**config.mk**
```make
export PLATFORM = sky130hd
export DESIGN_NAME = qpd_position_normalizer
export DESIGN_NICKNAME = d
export VERILOG_FILES = /design/src/rtl/qpd_position_normalizer.sv
export SDC_FILE = /design/constraint.sdc
export NUM_CORES = 1
export LEC_CHECK = 0
export CORE_ASPECT_RATIO = 0.75
export CORE_MARGIN = 4
export CORE_UTILIZATION = 40
export CTS_CLUSTER_SIZE = 20
export DETAILED_ROUTE_END_ITERATION = 12
export PLACE_DENSITY = 0.61
export SETUP_SLACK_MARGIN = 0.15
export SKIP_LAST_GASP = 1
export SYNTH_ARGS = -nofsm -noshare
export SYNTH_HDL_FRONTEND = slang
export SYNTH_SLANG_ARGS = --single-unit
```
**constraint.sdc**
```tcl
create_clock -name clk_i -period 24.5 [get_ports clk_i]
set_clock_uncertainty 0.15 [all_clocks]
set_input_delay 4.9 -clock clk_i [delete_from_list [all_inputs] [get_ports clk_i]]
set_output_delay 4.9 -clock clk_i [all_outputs]
set_load 0.01 [all_outputs]
```
**src/rtl/qpd_position_normalizer.sv**
```systemverilog
// rtl/qpd_position_normalizer.sv - intensity-normalized QPD positions via one shared restoring divider
module qpd_position_normalizer #(
    parameter int NUM_BITS_IN  = 32,
    parameter int FRAC_BITS    = 16,
    parameter int NUM_BITS_OUT = 32,
    parameter int MIN_DEN      = 1
) (
    input  logic                           clk_i,
    input  logic                           reset_i,
    input  logic                           valid_i,
    input  logic signed [NUM_BITS_IN-1:0]  x1_i,
    input  logic signed [NUM_BITS_IN-1:0]  x2_i,
    input  logic signed [NUM_BITS_IN-1:0]  y1_i,
    input  logic signed [NUM_BITS_IN-1:0]  y2_i,
    input  logic signed [NUM_BITS_IN-1:0]  i1_i,
    input  logic signed [NUM_BITS_IN-1:0]  i2_i,
    output logic        [NUM_BITS_OUT-1:0] x1n_o,
    output logic        [NUM_BITS_OUT-1:0] x2n_o,
    output logic        [NUM_BITS_OUT-1:0] y1n_o,
    output logic        [NUM_BITS_OUT-1:0] y2n_o,
    output logic        [3:0]              div0_o,
    output logic        [3:0]              sat_o,
    output logic                           busy_o,
    output logic                           overrun_o,
    output logic                           done_o
);

    localparam int ITER = NUM_BITS_IN + FRAC_BITS;
    localparam int CW   = $clog2(ITER + 1);

    localparam logic [ITER-1:0] POS_MAX =
        {{(ITER-NUM_BITS_OUT+1){1'b0}}, {(NUM_BITS_OUT-1){1'b1}}};
    localparam logic [ITER-1:0] NEG_MAG = POS_MAX + ITER'(1);
    localparam logic [NUM_BITS_OUT-1:0] OUT_MAX = {1'b0, {(NUM_BITS_OUT-1){1'b1}}};
    localparam logic [NUM_BITS_OUT-1:0] OUT_MIN = {1'b1, {(NUM_BITS_OUT-1){1'b0}}};

    typedef enum logic [2:0] {IDLE, LOAD, DIV, STORE, FINISH} state_t;

    state_t state, state_n;

    logic        [1:0]              k;
    logic        [CW-1:0]           cnt;
    logic signed [NUM_BITS_IN-1:0]  num_sh [4];
    logic signed [NUM_BITS_IN-1:0]  i1_sh, i2_sh;
    logic        [NUM_BITS_IN-1:0]  rem;
    logic        [ITER-1:0]         quot;
    logic        [NUM_BITS_IN-1:0]  den_mag;
    logic                           neg_r, num_neg_r, num_zero_r, div0_r;
    logic        [NUM_BITS_OUT-1:0] res_sh [3];
    logic        [2:0]              div0_sh, sat_sh;

    logic signed [NUM_BITS_IN-1:0]  num_sel, den_sel;
    logic        [NUM_BITS_IN-1:0]  num_abs, den_abs;
    logic        [NUM_BITS_IN:0]    rem_shift;
    logic                           take_sub;
    logic        [NUM_BITS_OUT-1:0] res_val;
    logic                           res_div0, res_sat;

    // Quotient k pairs x1,x2,y1,y2 with i1,i2,i1,i2
    assign num_sel = num_sh[k];
    assign den_sel = k[0] ? i2_sh : i1_sh;
    assign num_abs = num_sel[NUM_BITS_IN-1] ? -num_sel : num_sel;
    assign den_abs = den_sel[NUM_BITS_IN-1] ? -den_sel : den_sel;

    assign rem_shift = {rem, quot[ITER-1]};
    assign take_sub  = rem_shift >= {1'b0, den_mag};

    always_comb begin
        res_val  = '0;
        res_div0 = 1'b0;
        res_sat  = 1'b0;
        if (div0_r) begin
            res_div0 = 1'b1;
            if (num_zero_r)     res_val = '0;
            else if (num_neg_r) res_val = OUT_MIN;
            else                res_val = OUT_MAX;
        end else if (neg_r) begin
            if (quot > NEG_MAG) begin
                res_val = OUT_MIN;
                res_sat = 1'b1;
            end else begin
                res_val = NUM_BITS_OUT'(-quot);
            end
        end else if (quot > POS_MAX) begin
            res_val = OUT_MAX;
            res_sat = 1'b1;
        end else begin
            res_val = quot[NUM_BITS_OUT-1:0];
        end
    end

    always_comb begin
        state_n = state;
        case (state)
            IDLE:    if (valid_i) state_n = LOAD;
            LOAD:    state_n = DIV;
            DIV:     if (cnt == CW'(ITER - 1)) state_n = STORE;
            STORE:   state_n = (k == 2'd3) ? FINISH : LOAD;
            FINISH:  state_n = IDLE;
            default: state_n = IDLE;
        endcase
    end

    always_ff @(posedge clk_i or posedge reset_i) begin
        if (reset_i) state <= IDLE;
        else         state <= state_n;
    end

    assign busy_o = (state != IDLE);

    always_ff @(posedge clk_i or posedge reset_i) begin
        if (reset_i) begin
            k          <= '0;
            cnt        <= '0;
            for (int i = 0; i < 4; i++) num_sh[i] <= '0;
            i1_sh      <= '0;
            i2_sh      <= '0;
            rem        <= '0;
            quot       <= '0;
            den_mag    <= '0;
            neg_r      <= 1'b0;
            num_neg_r  <= 1'b0;
            num_zero_r <= 1'b0;
            div0_r     <= 1'b0;
            for (int i = 0; i < 3; i++) res_sh[i] <= '0;
            div0_sh    <= '0;
            sat_sh     <= '0;
            x1n_o      <= '0;
            x2n_o      <= '0;
            y1n_o      <= '0;
            y2n_o      <= '0;
            div0_o     <= '0;
            sat_o      <= '0;
            overrun_o  <= 1'b0;
            done_o     <= 1'b0;
        end else begin
            done_o <= 1'b0;
            if (valid_i && state != IDLE) overrun_o <= 1'b1;
            case (state)
                IDLE: begin
                    if (valid_i) begin
                        num_sh[0] <= x1_i;
                        num_sh[1] <= x2_i;
                        num_sh[2] <= y1_i;
                        num_sh[3] <= y2_i;
                        i1_sh     <= i1_i;
                        i2_sh     <= i2_i;
                        k         <= '0;
                    end
                end
                LOAD: begin
                    rem        <= '0;
                    quot       <= {num_abs, {FRAC_BITS{1'b0}}};
                    den_mag    <= den_abs;
                    neg_r      <= num_sel[NUM_BITS_IN-1] ^ den_sel[NUM_BITS_IN-1];
                    num_neg_r  <= num_sel[NUM_BITS_IN-1];
                    num_zero_r <= (num_sel == '0);
                    div0_r     <= (den_abs < NUM_BITS_IN'(MIN_DEN));
                    cnt        <= '0;
                end
                DIV: begin
                    rem  <= take_sub ? (rem_shift[NUM_BITS_IN-1:0] - den_mag)
                                     : rem_shift[NUM_BITS_IN-1:0];
                    quot <= {quot[ITER-2:0], take_sub};
                    cnt  <= cnt + CW'(1);
                end
                STORE: begin
                    if (k != 2'd3) begin
                        res_sh[k]  <= res_val;
                        div0_sh[k] <= res_div0;
                        sat_sh[k]  <= res_sat;
                        k          <= k + 2'd1;
                    end else begin
                        // Last quotient goes straight out so all outputs are valid while done_o is high
                        x1n_o  <= res_sh[0];
                        x2n_o  <= res_sh[1];
                        y1n_o  <= res_sh[2];
                        y2n_o  <= res_val;
                        div0_o <= {res_div0, div0_sh};
                        sat_o  <= {res_sat, sat_sh};
                        done_o <= 1'b1;
                    end
                end
                default: ;
            endcase
        end
    end

endmodule

```
### After elaboration in Yosys (flattened, before gate mapping)

Cells that the tools add are included.

* register bits after elaboration: 559
* bits in latches: 0
* input bits: 195
* ROM bits: 0
* memories: 0
* bits in writable memories: 0
* word-level logic and storage cells: 105
* output and inout bits: 139

* $mul: 0
* divide/modulo/power cells: 0
* shift-type cells: 0
* add/sub/neg operators: 6
* eq/ne operators: 9
* order comparisons: 8
* bitwise logic cells: 3
* muxes and demuxes: 37
* reduce and logical (&&, ||, !) cells: 13

Operators with widths (number)
* 32-bit 2-to-1 mux: 13
* 96-bit bitwise mux: 1
* 32-bit negator: 3
* 48-bit one-hot mux with 2 select lines: 1
* 32-bit binary-select mux with 2-bit select: 1
* 32-bit demux with 2-bit select: 1
* 32-bit one-hot mux with 2 select lines: 1
* 48-bit by 31-bit greater-than comparator with 1-bit output (second input constant): 1
* 48-bit by 32-bit greater-than comparator with 1-bit output (second input constant): 1
* 33-bit by 32-bit >= comparator with 1-bit output: 1
* 32-bit zero test: 1
* 32-bit by 1-bit less-than comparator with 1-bit output (second input constant): 1
* 32-bit subtractor: 1
* 3-bit one-hot mux with 4 select lines: 1
* 6-bit one-hot mux with 2 select lines: 1
* 3-bit 2-to-1 mux: 3
* 1-bit 2-to-1 mux: 8
* 2-bit != test (second input constant): 4
* 2-bit AND reduction: 4
* 6-bit by 1-bit adder with 6-bit output (second input constant): 1
* 3-bit bitwise mux: 2
* 3-bit by 2-bit == test with 1-bit output (second input constant): 2
* 6-bit == test (second input constant): 1
* 2-bit 2-to-1 mux: 2
* 17 further kinds: 20

### Longest topological paths before layout

Gate-level depths: netlist of run 1.

* depth after elaboration: 7
* mapped depth: 18
* gate-level depth less buffers: 12

### Worst setup path after synthesis of run 1

No wires, ideal clock.

* path type: input to register
* start: input port valid_i
* end: register i1_sh[0]
* data required time: 24.225 ns
* stages: 5
* arrival: 6.103 ns
* setup time: 0.125 ns
* buffers on the path: 2
* path slack: 18.122 ns
* cell sequence: inv_1 -> nor2_1 -> clkbuf_1 -> clkbuf_1 -> mux2_2

* longest elaborated chain between the ends: 1

Ends and longest elaborated chain
* start, declared: RTL line 10 `input logic valid_i,`
* 2-bit AND reduction (no line)
* end signal, assigned: RTL line 146 `i1_sh <= i1_i;`
* end, declared: RTL line 44 `logic signed [NUM_BITS_IN-1:0] i1_sh, i2_sh;`

Every way passes these cells.
A chain may end at the register's enable or synchronous reset.

==> reports/metrics.yaml, run 1 <==
outcome: "complete, no violations"
antenna_found_initial: 11
drive_gt1_frac: 0.1331
numCtsBuffers: 56
crit_path_start_kind: "input port"
min_period_ns: 7.586
cts_sinks: 559
synth_warnings: 0
grt_pass1_vias: 20390
vias_per_cell: 5.489
grt_max_degree: 164
internal-power_mw: 1.795
antenna_left: 0
clock_path_buffers: 3
ios: 334
ys_top_cells_by_area: "dfrtp_1 52%, mux2_2 8.3%, nand2_1 7.9%"
dp_hpwl_um: 53990
wire_per_inst_um: 19.66
hold_viol: 0
synth_area_mm2: 0.02710
hp-class: "reg2reg"
maxCapViolCount: 0
tightest_slew_ns: 1.109
critPathCaptureType: "async pin"
cts_hold_buf: 0
grt_setup_unrepaired: "no"
synthFlopType: "dfrtp_1"
switching_share: 0.3012
clk_latency_ns: 0.61
die_h_um: 233.4
seqPwrFrac: 0.418
synth_top_area_share: 0.5161
globalRouteOverflowTotal: 0
cts_resized: 0
drc: 0
die-width_um: 308.6
area_growth_syn_to_layout_pct: 22.32
power_frac_comb: 0.226
nets: 3164
max-slew-margin-rel: 0.2610
p_clk_frac: 0.355
synth.yosys.seq_area_share: 0.5161
vias: 21190
fin_total_pwr_mw: 2.569
timing.critical_path.fanout_max: 163
critPathKind: "in2async"
ys_types: 87
cts_root_buf: "clkbuf_16"
postLayoutCoreUtil: 0.4949
io_buffer_count: 333
cts_setup_buffers: 0
leakage_nw: 14.68
finalSetupViolCount: 0
synthesis.nets: 2908
largest-register: "num_sh"
fmax_mhz: 131.8
multiInputGateArea_mm2: 0.01226
ir_worst_vdd_mv: 0.05657
ys_async_sr_fraction: 1.000
largest_reg_flops: 128
tns_ns: 0
min_period_over_period: 0.3096
crit_required_ns: 24.92
syn-instance-count: 2672
drtIter0Drc: 1816
wl_um: 75880
cp.arrival_ns: 8.00
core_mm2: 0.06700
cts.htree.levels: 2
p_per_area_mw_per_mm2: 77.49
cts_tree: "yes"
reg_top3: "num_sh x128, res_sh x96, quot x48"
synth.most_common_cell: "nand2_1"
final_max_slew_viol_count: 0
switchingPower_mw: 0.7738
syn_avg_cell_area_um2: 10.14
ys_ff_latch: 559
yosysTopAreaCell: "dfrtp_1"
seq_area_mm2: 0.01399
clkTransAtPathRegs_ns: 0.06
synth-edff-count: 0
grt_usage: 0.2072
gp_congestion: 0.8656
synth_commonest_cells: "571 x nand2_1, 559 x dfrtp_1, 285 x o21ai_0"
start_util: 0.4045
grt_pass1_wl_um: 118500
first_pass_iters: 6
rows: 82
hold_ws_ns: 0.3089
dieArea_mm2: 0.07203
n_fill_cell: 6055
## routing by layer
metal	track usage	vias to the layer above	wire length (µm)
li1	-	9890	-
met3	0.03644	107	4892
met2	0.3006	688	32300
met5	0	-	110
met4	0.04889	16	1525
met1	0.3211	10490	37060
## final cells by class
| cell class | instances | share of cell area |
|---|---|---|
| diodes | 3 | 0.0002264 |
| clock buffers | 79 | 0.04970 |
| clock inverters | 26 | 0.01083 |
| inverters | 67 | 0.007850 |
| multi-input cells | 1888 | 0.3699 |
| flip-flops and latches | 559 | 0.4221 |
| well taps | 882 | 0.03329 |
| repair buffers | 356 | 0.1061 |
## power groups by stage
stage | Sequential, mW | Clock [mW] | Combinational [mW]
5_1_grt | 1.08 | 0.976 | 0.646
3_3_place_gp | 1.08 | 0 | 0.565
2_1_floorplan | 1.06 | 0 | 0.434
3_5_place_dp | 1.09 | 0 | 0.576
6_report | 1.07 | 0.913 | 0.582
4_1_cts | 1.07 | 0.938 | 0.579
## cells by family after synthesis
logic type | Yosys count | synth area share
xor+xnor | 81 | 0.02617
flops | 559 | 0.5161
fa+ha+maj | 41 | 0.01920
simple gates | 876 | 0.1439
buf+inv | 225 | 0.03305
mux | 286 | 0.1292
compound gates | 604 | 0.1324
## stage by stage
stage / instance area (µm²) / instances / setup slack (ns)
5_1_grt: 33150 / 3857 / 16.43
6_report: 33150 / 3860 / 16.91
3_5_place_dp: 31140 / 3752 / 16.14
3_3_place_gp: 31140 / 3752 / 16.23
4_1_cts: 33150 / 3857 / 16.80
2_1_floorplan: 27100 / 2672 / 3.818
## critical path, stage by stage
cell and delay (ns):
clkdlybuf4s50_1 0.49, inv_8 0.67, buf_12 0.66, buf_4 0.97
## final timing paths
kind                       cells after the start                    from                       to  slack, ns
max reg2reg                                   12        k[0]$_DFFE_PP0P_       div0_r$_DFFE_PP0P_      19.82
min in group asynchronous                      2                 reset_i   num_sh[35]$_DFFE_PP0P_       4.77
min                                            2  res_sh[20]$_DFFE_PP0P_    y1n_o[20]$_DFFE_PP0P_       0.31
max in group clk_i                             5                 valid_i  num_sh[104]$_DFFE_PP0P_      17.20
min reg2reg                                    2  res_sh[20]$_DFFE_PP0P_    y1n_o[20]$_DFFE_PP0P_       0.31
max                                            4                 reset_i    y1n_o[31]$_DFFE_PP0P_      16.91
## layout by cell type, fill, tap and decap left out, types with 52 or more instances in the layout
master	netlist	final
a21oi_1	122	122
clkbuf_16	0	56
clkdlybuf4s50_1	0	333
dfrtp_1	559	557
inv_1	66	65
mux2_2	200	200
mux2i_1	55	55
nand2_1	571	566
nor2_1	96	94
o21ai_0	285	285
xnor2_1	52	52
(Power assumes the default switching activity.)
==> inputs of run 2 (changes only) <==
- clock period: 24.5 -> 7.5 ns (I/O delays scaled with it)
==> reports/metrics.yaml, run 2 (synthesis gave the netlist of run 1 again) <==
die_h_um: 233.4  # unchanged
final_common_cell: "nand2_1"
worst-path-buf-inv: 2  # -2
area_growth_syn_to_layout_pct: 22.62
max-slew-margin-rel: 0.2384  # -0.02260
grt_usage: 0.2116  # +0.004432
fmax_mhz: 222.4
rows: 82  # unchanged
gp_congestion: 0.8648  # about the same
crit_required_ns: 7.92  # -17.00 ns
min_period_ns: 4.496
critPathKind: "reg2reg"
grt_pass1_wl_um: 120600  # +1.8%
min_period_over_period: 0.5994
cts.htree.levels: 2  # unchanged
dp_hpwl_um: 55080  # +2.0%
wl_um: 76700  # +1.1%
cp.arrival_ns: 4.91  # -3.09 ns
final_max_slew_viol_count: 0  # unchanged
clk_latency_ns: 0.63  # +0.02 ns
globalRouteOverflowTotal: 0  # unchanged
grt_max_degree: 166  # +1.2%
clkTransAtPathRegs_ns: 0.06  # about the same
finalSetupViolCount: 0  # unchanged
hp-class: "reg2reg"
slowest_stage: "dfrtp_4"
drtIter0Drc: 1857  # +2.3%
cp_cell_sequence: "buf_4 > inv_1 > or4b_1 > a21oi_2 > nor4b_4 > a21oi_1 > o32a_1 > nor4_2 > a32o_1"
outcome: "complete, no violations"
io_buffer_count: 333  # unchanged
largest_reg_flops: 128  # unchanged
core_mm2: 0.06700  # unchanged
ios: 334  # unchanged
timing.critical_path.fanout_max: 64  # -61%
leakage_nw: 14.70  # +0.11%
p_per_area_mw_per_mm2: 254.3  # +230%
tns_ns: 0  # unchanged
hold_ws_ns: 0.3151  # +0.006258 ns
final_cell_mix: "566 x nand2_1, 557 x dfrtp_1, 333 x clkdlybuf4s50_1, 285 x o21ai_0, 200 x mux2_2"
cts_resized: 0  # unchanged
wire_per_inst_um: 19.86  # +1.0%
ir_worst_vdd_mv: 0.1671  # +200%
largest-register: "num_sh"
antenna_left: 0  # unchanged
numCtsBuffers: 57  # +1.8%
die-width_um: 308.6  # unchanged
first_pass_iters: 5  # -1
clock_path_buffers: 3  # unchanged
grt_pass1_vias: 20470  # +0.42%
n_fill_cell: 6026  # -0.48%
drc: 0  # unchanged
hold_viol: 0  # unchanged
cts_root_buf: "clkbuf_16"
maxCapViolCount: 0  # unchanged
antenna_found_initial: 2  # -9
dieArea_mm2: 0.07203  # unchanged
vias_per_cell: 5.462  # -0.50%
nets: 3169  # +0.16%
cts_hold_buf: 0  # unchanged
cts_sinks: 559  # unchanged
reg_top3: "num_sh x128, res_sh x96, quot x48"
grt_setup_unrepaired: "no"
critical-path-top-delay-family: "simple AND/OR/NAND/NOR gates"
cts_tree: "yes"
cts_setup_buffers: 0  # unchanged
critPathCaptureType: "flop"
max_stage_delay_ns: 0.89  # -0.08 ns
vias: 21100  # -0.42%
start_util: 0.4045  # unchanged
tightest_slew_ns: 1.131  # +0.02196 ns
crit_path_start_kind: "flop"
drive_gt1_frac: 0.1349  # +0.001790
## run 2: cell types whose count changed in the layout (fill, tap and decap cells not counted), moves of 2 or more
cell and delta:
inv_6 -2, clkinv_2 -4, buf_12 +3, clkinvlp_4 +7
inv_16 +2, diode_2 -2
## run 2: cell type report
cell class / count / area (µm²) / area share
antenna: 1 / 2.502 / 0.00007529
clock buffer: 80 / 1683 / 0.05063
clock inverter: 26 / 346.6 / 0.01043
inverter: 67 / 256.5 / 0.007718
multi-input combinational: 1888 / 12260 / 0.3690
sequential: 559 / 13990 / 0.4210
tap: 882 / 1104 / 0.03320
timing repair buffer: 360 / 3586 / 0.1079
## run 2: worst paths after layout
kind,startpoint,end,slack [ns],cells past startpoint
max reg2reg,k[0]$_DFFE_PP0P_,div0_r$_DFFE_PP0P_,3.00,9
max in group asynchronous,reset_i,rem[18]$_DFFE_PP0N_,4.42,3
min in group asynchronous,reset_i,div0_sh[1]$_DFFE_PP0P_,1.32,2
max,k[0]$_DFFE_PP0P_,div0_r$_DFFE_PP0P_,3.00,9
min reg2reg,res_sh[21]$_DFFE_PP0P_,y1n_o[21]$_DFFE_PP0P_,0.32,2
min,res_sh[21]$_DFFE_PP0P_,y1n_o[21]$_DFFE_PP0P_,0.32,2
## run 2: routing by layer
metal / vias up / GRT usage / wire, µm
met5: - / 0 / 24
met4: 4 / 0.04128 / 1290
met3: 104 / 0.03698 / 4651
met2: 673 / 0.3095 / 32880
met1: 10430 / 0.3295 / 37860
li1: 9888 / - / -
## run 2: per-stage QoR
step / area, µm² / worst slack, ns / instances / util / total power [mW]
3_3_place_gp: 31200 / 3.149 / 3756 / 0.4657 / 5.397
4_1_cts: 33230 / 2.956 / 3862 / 0.4960 / 8.507
5_1_grt: 33230 / 2.635 / 3862 / 0.4960 / 8.914
6_report: 33240 / 3.004 / 3863 / 0.4961 / 8.452
3_5_place_dp: 31200 / 2.971 / 3756 / 0.4657 / 5.447
2_1_floorplan: 27110 / -1.760 / 2672 / - / 4.872
## run 2: power by group
group          switching, mW  leakage [nW]  internal (mW)
clock                   1.25         0.969           1.78
sequential             0.254          7.31           3.25
combinational           1.08          6.42          0.843
total                   2.58          14.7           5.87
## run 2: worst register-to-register path: cells and delay by family, from the launching register on
kind,cells,cell delay (ns)
buffers and inverters,2,1.10
AOI/OAI and AO/OA,4,0.98
DFF,1,0.89
and+or+nand+nor,3,1.31
==> inputs of run 3 (changes only) <==
- PLACE_DENSITY: 0.61 -> 0.63
- clock period: 7.5 -> 3.8 ns (I/O delays scaled with it)
==> reports/metrics.yaml, run 3 (synthesis gave the netlist of run 1 again) <==
grt_setup_unrepaired: "yes"
min_period_over_period: 0.9215  # +0.3220
crit_path_start_kind: "flop"
nets: 3226  # +1.8%
final_max_slew_viol_count: 0  # unchanged
ir_worst_vdd_mv: 0.3029  # +81%
gp_congestion: 0.9077  # +5.0%
rows: 82  # unchanged
tightest_slew_ns: 1.134  # +0.003032 ns
r2r-start: "k[0]$_DFFE_PP0P_"
final_cell_mix: "566 x nand2_1, 557 x dfrtp_1, 333 x clkdlybuf4s50_1, 284 x o21ai_0, 200 x mux2_2"
clock_path_buffers: 3  # unchanged
cts_tree: "yes"
globalRouteOverflowTotal: 0  # unchanged
drtIter0Drc: 1765  # -5.0%
instances_no_fill: 3919  # +1.4%
seq_area_mm2: 0.01399  # unchanged
final_common_cell: "nand2_1"
hold_viol: 0  # unchanged
place_inst: 3805  # +1.3%
numCtsBuffers: 56  # -1.8%
io_buffer_count: 333  # unchanged
first_pass_iters: 5  # unchanged
die_h_um: 233.4  # unchanged
crit_required_ns: 4.13  # -3.79 ns
min_from: "overrun_o$_DFFE_PP0P_"
holdPathEnd: "overrun_o$_DFFE_PP0P_"
start_util: 0.4045  # unchanged
fin_total_pwr_mw: 16.48  # +95%
cts_root_buf: "clkbuf_16"
maxCapViolCount: 0  # unchanged
area_growth_syn_to_layout_pct: 24.51
cts.htree.levels: 2  # unchanged
clkTransAtPathRegs_ns: 0.06  # about the same
largest-register: "num_sh"
wl_um: 78160  # +1.9%
dieArea_mm2: 0.07203  # unchanged
hp-class: "reg2reg"
wire_per_inst_um: 19.94  # +0.44%
drive_gt1_frac: 0.1509  # +0.01601
multiInputGateArea_mm2: 0.01234  # +0.58%
largest_reg_flops: 128  # unchanged
leakage_nw: 15.01  # +2.1%
critPathKind: "reg2reg"
die-width_um: 308.6  # unchanged
vias: 21450  # +1.7%
core_mm2: 0.06700  # unchanged
n_fill_cell: 6102  # +1.3%
grt_max_degree: 170  # +2.4%
hold_depth: 1  # -1
grt_pass1_vias: 20980  # +2.5%
timing.rr.end: "quot[41]$_DFFE_PP0N_"
p_per_area_mw_per_mm2: 488.3  # +92%
grt_usage: 0.2147  # +0.003047
clk_latency_ns: 0.62  # about the same
critPathCaptureType: "flop"
drc: 0  # unchanged
finalSetupViolCount: 0  # unchanged
max-slew-margin-rel: 0.2425  # +0.004150
reg_top3: "num_sh x128, res_sh x96, quot x48"
vias_per_cell: 5.473  # +0.21%
rr_worst_depth: 10  # +1
fmax_mhz: 285.6  # +28%
ios: 334  # unchanged
grt_pass1_wl_um: 122200  # +1.3%
antenna_left: 0  # unchanged
cp.arrival_ns: 3.83  # -1.08 ns
outcome: "complete, no violations"
cts_sinks: 559  # unchanged
dp_hpwl_um: 56940  # +3.4%
timing.critical_path.fanout_max: 5  # -92%
rrSetupSlack_ns: 0.30  # -2.71 ns
antenna_found_initial: 3  # +1
min_period_ns: 3.502  # -0.9942 ns
## run 3: cell types whose count changed in the layout (fill, tap and decap cells not counted), sizes merged
cell / before / now
buf: 27 / 85
bufinv: 6 / 3
clkbuf: 80 / 84
clkinv: 9 / 15
clkinvlp: 11 / 3
diode: 1 / 2
inv: 67 / 65
## run 3: per-stage QoR
stage | setup slack (ns) | util | area (µm²) | hold WS, ns | setup TNS (ns)
floorplan | -4.720 | - | 27210 | 0.2831 | -2638.33
global placement | 0.1705 | 0.4739 | 31750 | 0.2952 | 0
detailed placement | 0.08230 | 0.4739 | 31750 | 0.2963 | 0
CTS | 0.2257 | 0.5022 | 33640 | 0.3152 | 0
global route | 0.1325 | 0.5036 | 33740 | 0.3371 | 0
finish | 0.2984 | 0.5037 | 33750 | 0.3087 | 0
## run 3: routing by layer
metal / vias up / routed length (µm) / GRT usage
met1: 10600 / 38600 / 0.3365
met3: 105 / 5030 / 0.03680
li1: 10020 / - / -
met5: - / 47 / 0
met2: 723 / 32920 / 0.3087
met4: 6 / 1559 / 0.04859
## run 3: power by group
part	internal (mW)	switching (mW)
clock network	3.24	2.38
registers	6.41	0.505
logic	1.78	2.17
total	11.4	5.05
## run 3: cell type report
cell class,count,area share
Multi-Input combinational cell,1888,0.3655
Sequential cell,559,0.4147
Timing Repair Buffer,418,0.1235
Tap cell,882,0.03270
Antenna cell,2,0.0001483
Clock buffer,84,0.04942
Inverter,67,0.007600
Clock inverter,19,0.006488
## run 3: repair_timing
action,4_1_cts,5_1_grt
gates resized for setup,1,6
pin swaps,0,1
hold buffers,0,0
endpoints found under the setup margin,1,20
buffers inserted,0,9
## run 3: worst max-delay path, stage by stage (launching register included)
cell	delay, ns
dfrtp_4	0.52
buf_4	0.16
mux4_2	0.50
nor4_2	0.40
nor3b_2	0.28
and3b_1	0.26
nor3b_4	0.33
nand3b_2	0.17
o31ai_1	0.31
xor2_1	0.22
o21ai_1	0.08
## run 3: worst max path at each step
stage / depth (start not counted) / slack [ns] / to / from
finish: 10 / 0.30 / quot[41]$_DFFE_PP0N_ / k[0]$_DFFE_PP0P_
global route: 10 / 0.13 / res_sh[58]$_DFFE_PP0P_ / quot[11]$_DFFE_PP0N_
CTS: 12 / 0.23 / div0_r$_DFFE_PP0P_ / k[0]$_DFFE_PP0P_
detailed placement: 11 / 0.08 / div0_r$_DFFE_PP0P_ / k[0]$_DFFE_PP0P_
global placement: 11 / 0.17 / div0_r$_DFFE_PP0P_ / k[0]$_DFFE_PP0P_
floorplan: 1 / -4.72 / cnt[0]$_DFFE_PP0N_ / reset_i
